## src/rtl/l1_cache_ctrl.sv

```systemverilog
// l1_cache_ctrl: direct-mapped, write-back, write-allocate L1 cache controller.
// Keeps per-set tag/valid/dirty state, resolves CPU word accesses as hits or
// misses, and sequences write-back and refill of 256-bit lines over the
// physical-memory interface. The line data array itself lives outside.
// Optional feature macro: CACHE_PERF_CTR_EN (hit/miss performance counters).
module l1_cache_ctrl #(
    parameter int s_index = 3
) (
    input  logic                clk,
    input  logic                rst,
    input  logic [31:0]         mem_address,
    input  logic                mem_read,
    input  logic                mem_write,
    input  logic [3:0]          mem_byte_enable,
    input  logic [31:0]         mem_wdata,
    output logic [31:0]         mem_rdata,
    output logic                mem_resp,
    output logic [31:0]         pmem_address,
    output logic                pmem_read,
    output logic                pmem_write,
    output logic [255:0]        pmem_wdata,
    input  logic [255:0]        pmem_rdata,
    input  logic                pmem_resp,
    output logic [s_index-1:0]  da_rindex,
    output logic [s_index-1:0]  da_windex,
    output logic [31:0]         da_write_en,
    output logic [255:0]        da_datain,
    input  logic [255:0]        da_dataout,
    output logic [31:0]         hit_count,
    output logic [31:0]         miss_count
);

    localparam int tag_w = 27 - s_index;
    localparam int sets  = 1 << s_index;

    typedef enum logic [1:0] {
        IDLE      = 2'd0,
        WRITEBACK = 2'd1,
        FETCH     = 2'd2
    } state_t;

    state_t             state_reg;
    logic [tag_w-1:0]   addr_tag;
    logic [s_index-1:0] idx;
    logic [2:0]         word;
    logic               req;
    logic               hit;
    logic               refill_done;
    logic               write_hit;
    logic [tag_w-1:0]   tag_vec [sets];
    logic [sets-1:0]    valid_vec;
    logic [sets-1:0]    dirty_vec;
    logic               unused_addr_bits;

    assign addr_tag         = mem_address[31:5+s_index];
    assign idx              = mem_address[4+s_index:5];
    assign word             = mem_address[4:2];
    assign unused_addr_bits = ^mem_address[1:0];

    // The data array is always addressed by the request's index field.
    assign da_rindex = idx;
    assign da_windex = idx;

    assign req         = mem_read | mem_write;
    assign hit         = valid_vec[idx] & (tag_vec[idx] == addr_tag) & req;
    assign refill_done = (state_reg == FETCH) & pmem_resp;
    assign write_hit   = (state_reg == IDLE) & hit & mem_write;

    // Per-set tag/valid/dirty registers; only the addressed set ever changes.
    for (genvar gi = 0; gi < sets; gi++) begin : g_set
        logic [tag_w-1:0] tag_reg;
        logic             valid_reg;
        logic             dirty_reg;

        // Install on refill completion, mark dirty on a write hit.
        always_ff @(posedge clk) begin
            if (rst) begin
                tag_reg   <= '0;
                valid_reg <= 1'b0;
                dirty_reg <= 1'b0;
            end else if (int'(idx) == gi) begin
                if (refill_done) begin
                    tag_reg   <= addr_tag;
                    valid_reg <= 1'b1;
                    dirty_reg <= 1'b0;
                end else if (write_hit) begin
                    dirty_reg <= 1'b1;
                end
            end
        end

        assign tag_vec[gi]   = tag_reg;
        assign valid_vec[gi] = valid_reg;
        assign dirty_vec[gi] = dirty_reg;
    end

    // Miss sequencing: optional write-back of a dirty victim, then refill.
    always_ff @(posedge clk) begin
        if (rst) begin
            state_reg <= IDLE;
        end else begin
            case (state_reg)
                IDLE: begin
                    if (req && !hit) begin
                        state_reg <= dirty_vec[idx] ? WRITEBACK : FETCH;
                    end
                end
                WRITEBACK: begin
                    if (pmem_resp) begin
                        state_reg <= FETCH;
                    end
                end
                FETCH: begin
                    if (pmem_resp) begin
                        state_reg <= IDLE;
                    end
                end
                default: state_reg <= IDLE;
            endcase
        end
    end

    // Output decode; everything is forced quiet while reset is asserted.
    always_comb begin
        mem_resp     = 1'b0;
        mem_rdata    = '0;
        pmem_read    = 1'b0;
        pmem_write   = 1'b0;
        pmem_address = '0;
        pmem_wdata   = '0;
        da_write_en  = '0;
        da_datain    = '0;
        if (!rst) begin
            case (state_reg)
                IDLE: begin
                    if (hit) begin
                        mem_resp = 1'b1;
                        // A simultaneous read and write is serviced as a write.
                        if (mem_write) begin
                            da_write_en = {28'b0, mem_byte_enable} << {word, 2'b00};
                            da_datain   = {8{mem_wdata}};
                        end else begin
                            mem_rdata = da_dataout[{word, 5'b0} +: 32];
                        end
                    end
                end
                WRITEBACK: begin
                    pmem_write   = 1'b1;
                    pmem_address = {tag_vec[idx], idx, 5'b0};
                    pmem_wdata   = da_dataout;
                end
                FETCH: begin
                    pmem_read    = 1'b1;
                    pmem_address = {addr_tag, idx, 5'b0};
                    if (pmem_resp) begin
                        da_write_en = 32'hFFFF_FFFF;
                        da_datain   = pmem_rdata;
                    end
                end
                default: ;
            endcase
        end
    end

`ifdef CACHE_PERF_CTR_EN
    logic [31:0] hit_count_reg;
    logic [31:0] miss_count_reg;

    // Count completed hits and every miss that leaves IDLE; wrap naturally.
    always_ff @(posedge clk) begin
        if (rst) begin
            hit_count_reg  <= '0;
            miss_count_reg <= '0;
        end else if (state_reg == IDLE) begin
            if (hit) begin
                hit_count_reg <= hit_count_reg + 32'd1;
            end else if (req) begin
                miss_count_reg <= miss_count_reg + 32'd1;
            end
        end
    end

    assign hit_count  = rst ? 32'd0 : hit_count_reg;
    assign miss_count = rst ? 32'd0 : miss_count_reg;
`else
    assign hit_count  = 32'd0;
    assign miss_count = 32'd0;
`endif

endmodule

```

## config.mk

```make
export PLATFORM = sky130hd
export DESIGN_NAME = l1_cache_ctrl
export DESIGN_NICKNAME = d
export VERILOG_FILES = /design/src/rtl/l1_cache_ctrl.sv
export SDC_FILE = /design/constraint.sdc
export NUM_CORES = 1
export LEC_CHECK = 0
export CORE_AREA = 2 2 492 494
export DETAILED_ROUTE_END_ITERATION = 10
export DIE_AREA = 0 0 494 496
export GPL_ROUTABILITY_DRIVEN = 0
export PLACE_DENSITY = 0.35
export SKIP_LAST_GASP = 1
export SLEW_MARGIN = 20
export SYNTH_ARGS = -nofsm -noshare
export SYNTH_HDL_FRONTEND = slang
export SYNTH_SLANG_ARGS = --single-unit
```

## constraint.sdc

```tcl
create_clock -name clk -period 9.5 [get_ports clk]
set_clock_uncertainty 0.1 [all_clocks]
set_input_delay 1.425 -clock clk [delete_from_list [all_inputs] [get_ports clk]]
set_output_delay 1.425 -clock clk [all_outputs]
set_load 0.02 [all_outputs]
```

==> impl_summary.log <==
INFO  metric multi_input_combinational_cell_area = 11800 um2
INFO  metric clk-insertion-delay-late = 0.54 ns
INFO  metric grt_pass1_vias = 22908
INFO  metric fin_tns_setup = 0 ns
INFO  metric post_synth_instance_area = 17200 um2
INFO  metric totalPowerFinal = 2.84 mW
INFO  metric fp.dieArea = 245000 um2
INFO  metric ant_nets = 0
INFO  metric max-vdd-ir-drop = 104 uV
INFO  metric syn2layout_area_growth = 94.2%
INFO  metric core_region_area = 240000 um2
INFO  metric layout-drive-gt1-share = 8.22%
INFO  metric critical_path.max_fanout = 38
INFO  metric clock_power_share = 36.1%
INFO  metric critPathCaptureType = output port
INFO  metric fill_cells = 27518
INFO  metric cap_violations = 0
INFO  metric ys_top_cells_by_area = dfxtp_1, nand2_1, mux4_2
INFO  metric grt_first_pass_wirelength = 302 mm
INFO  metric drt_iter0_drc = 2099
INFO  metric final_area = 33400 um2
INFO  metric timing.hold.worst_endpoint = g_set[5].tag_reg[17]$_SDFFE_PP0P_
INFO  metric r2r.worst_path.cells = 10
INFO  metric largest_register_ffs = 192
INFO  metric cell_internal_pwr = 1.92 mW
INFO  metric outcome = finished clean
INFO  metric clock-root-buffer = clkbuf_16
INFO  metric ios = 1266
INFO  metric postCtsResizedCells = 0
INFO  metric synth-warning-count = 0
INFO  metric place_area = 32500 um2
INFO  metric reg2reg_setup_slack = 5.86 ns
INFO  metric yosys.area.top_type_share = 24.4%
INFO  metric classification_of_the_worst_slack_hold_path = register to register
INFO  metric antenna_found_initial = 137
INFO  metric route.final.wire_length = 252 mm
INFO  metric holdPathStages = 2
INFO  metric chipHeight = 496 um
INFO  metric synth_cells = 2449
INFO  metric chipWidth = 494 um
INFO  metric timing.rr.end = g_set[3].dirty_reg$_SDFFE_PP0P_
INFO  metric detail_route.wl_per_cell = 37.6 um
INFO  metric clock_sink_count = 210
INFO  metric cts_tree = done
INFO  metric setup.worst_path.start_class = input port
INFO  metric finalWorstPathRequiredPeriod = 8.23 ns
INFO  metric start_util = 7.19%
INFO  metric sw_frac_of_total = 32.5%
INFO  metric worst_pin_slew = 1.08 ns
INFO  metric post_cts.repair.setup_buffers = 0
INFO  metric clock_tree.buffer_depth = 3
INFO  metric cp.arrival = 6.70 ns
INFO  metric p_leak = 13.0 nW
INFO  metric finalNetCount = 4064
INFO  metric hold_path.startpoint = g_set[5].tag_reg[17]$_SDFFE_PP0P_
INFO  metric synthDistinctLibCells = 54
INFO  metric synth_sequential_area_ratio = 24.4%
INFO  metric clkTransAtPathRegs = 0.06 ns
INFO  metric grt_max_degree = 190
INFO  metric gr-total-overflow = 0
INFO  metric slew-limit-headroom = 27.8%
INFO  metric number_of_search_and_repair_iterations_in_the_first_detailed_routing_pass = 7
INFO  metric grt_util_all_layers = 19.5%
INFO  metric finalSetupViolations = 0
INFO  metric regArea = 4200 um2
INFO  metric synth_enable_flop_cells = 0
INFO  metric switchingPower = 0.925 mW
INFO  metric power-per-cell-area = 85.0 nW/um2
INFO  metric critical_path_required = 7.98 ns
INFO  metric cts_max_level = 1
INFO  metric timing.setup.critical_path_class = input port to output port
INFO  metric cts_made_buffers = 26
INFO  metric synth_area_per_cell = 7.03 um2
INFO  metric grt_setup_unrepaired = false
INFO  metric post-synth-top-area-cell = dfxtp_1
INFO  metric num_rows = 180
INFO  metric r2r_start = g_set[3].tag_reg[6]$_SDFFE_PP0P_
INFO  metric asyncSetResetFlopFracSynth = 0%
INFO  metric hold_violations = 0
INFO  metric port_buffers = 1194
INFO  metric seq_power_share = 31.5%
INFO  metric detailed_place_hpwl = 223 mm
INFO  metric max_freq = 0.122 GHz
INFO  metric final-max-slew-violation-count = 0
INFO  metric vias_per_cell = 3.54
INFO  metric detailroute.via_count = 23795
INFO  metric postCtsHoldBufs = 0
INFO  metric p_comb_share = 32.4%
INFO  metric finalCritPeriodShare = 86.6%
INFO  metric drc = 0
INFO  metric synth.ff_latch_count = 210
INFO  metric synth_flop_cell = dfxtp_1
## power groups by stage
| stage | sequential (mW) | combinational [mW] | clock (mW) |
|---|---|---|---|
| 2_1_floorplan | 0.913 | 0.363 | 0 |
| 3_3_place_gp | 0.914 | 0.921 | 0 |
| 3_5_place_dp | 0.915 | 0.920 | 0 |
| 4_1_cts | 0.895 | 0.924 | 1.05 |
| 5_1_grt | 0.896 | 0.960 | 1.09 |
| 6_report | 0.896 | 0.920 | 1.03 |
## through the flow
| step | hold WS [ns] | utilization [%] | instances | setup WS, ns |
|---|---|---|---|---|
| final | 0.351 | 14.0 | 6716 | 1.27 |
| after global routing | 0.365 | 13.9 | 6696 | 1.12 |
| after CTS | 0.354 | 13.9 | 6676 | 1.19 |
| after detailed placement | 0.346 | 13.5 | 6632 | 1.20 |
| after global placement | 0.342 | 13.5 | 6632 | 1.22 |
| after floorplan | 0.332 | - | 2517 | 3.67 |
## critical path: stages
cell	delay, ns
clkdlybuf4s50_1	0.80
or2_2	0.66
o22ai_1	0.34
o21a_1	0.18
o2111ai_1	0.33
or4_1	0.72
nor3_4	0.25
buf_12	0.30
nand3_2	0.15
buf_12	0.21
o31ai_1	0.47
clkdlybuf4s50_1	0.69
## Yosys cell counts, drive strengths merged (3+ instances only)
| cell type | number |
|---|---|
| a22o | 3 |
| nand3 | 13 |
| buf | 124 |
| o21ai | 27 |
| a21oi | 209 |
| o2bb2a | 5 |
| nor3 | 13 |
| nand2 | 950 |
| nor2 | 89 |
| ha | 3 |
| xor2 | 7 |
| mux2 | 29 |
| nand2b | 6 |
| mux2i | 58 |
| a22oi | 17 |
| mux4 | 81 |
| o31ai | 12 |
| o221ai | 14 |
| nand4 | 36 |
| and3 | 258 |
| a211oi | 7 |
| or3 | 3 |
| clkbuf | 191 |
| a31oi | 3 |
| xnor2 | 16 |
| inv | 8 |
| and2 | 4 |
| o32ai | 3 |
| o22ai | 17 |
| dfxtp | 210 |
| nor2b | 13 |
## cells in the final DEF, fill, tap and decap left out, drive strengths merged, types with 7 or more instances in the layout
master / instances
nand3: 13
xnor2: 16
mux2: 29
o21ai: 27
buf: 77
nor3: 13
dfxtp: 210
mux4: 81
a22oi: 17
inv: 9
mux2i: 58
nor2b: 13
a211oi: 7
o22ai: 17
o221ai: 14
nand4: 36
xor2: 7
nand2: 950
o31ai: 12
and3: 258
clkbuf: 35
nor2: 89
conb: 69
clkdlybuf4s50: 1169
a21oi: 209
diode: 39
## cell type report
type,count,area share (%)
Timing Repair Buffer,1246,37.2
Tap cell,3185,11.9
Inverter,9,0.123
Clock inverter,9,0.359
Clock buffer,35,2.23
Sequential cell,210,12.6
Antenna cell,39,0.292
Multi-Input combinational cell,1983,35.3
## per-layer routing
layer | part of all wire [%] | global-route usage, % | routed length [um]
met3 | 15 | 12.4 | 37800
met1 | 36 | 20.8 | 90200
met5 | 0.046 | 0 | 115
met4 | 3.5 | 5.17 | 8930
met2 | 46 | 31.9 | 115000
## worst max path at each step
stage                         from               to  slack, ns
global placement    mem_address[7]  da_write_en[13]       1.22
global route        mem_address[7]  da_write_en[13]       1.12
floorplan           mem_address[5]  da_write_en[30]       3.67
finish              mem_address[7]  da_write_en[13]       1.27
detailed placement  mem_address[7]  da_write_en[13]       1.20
CTS                 mem_address[7]  da_write_en[13]       1.19
## cell families after synthesis
group | Yosys count | synth area share [%]
simple gates | 1391 | 37.8
xor+xnor | 23 | 1.17
fa+ha+maj | 3 | 0.218
compound gates | 329 | 11.2
mux | 168 | 15.9
buf+inv | 324 | 9.35
other cells | 1 | 0.0218
flops | 210 | 24.4
No activity file was read; power rests on OpenSTA's default activity.
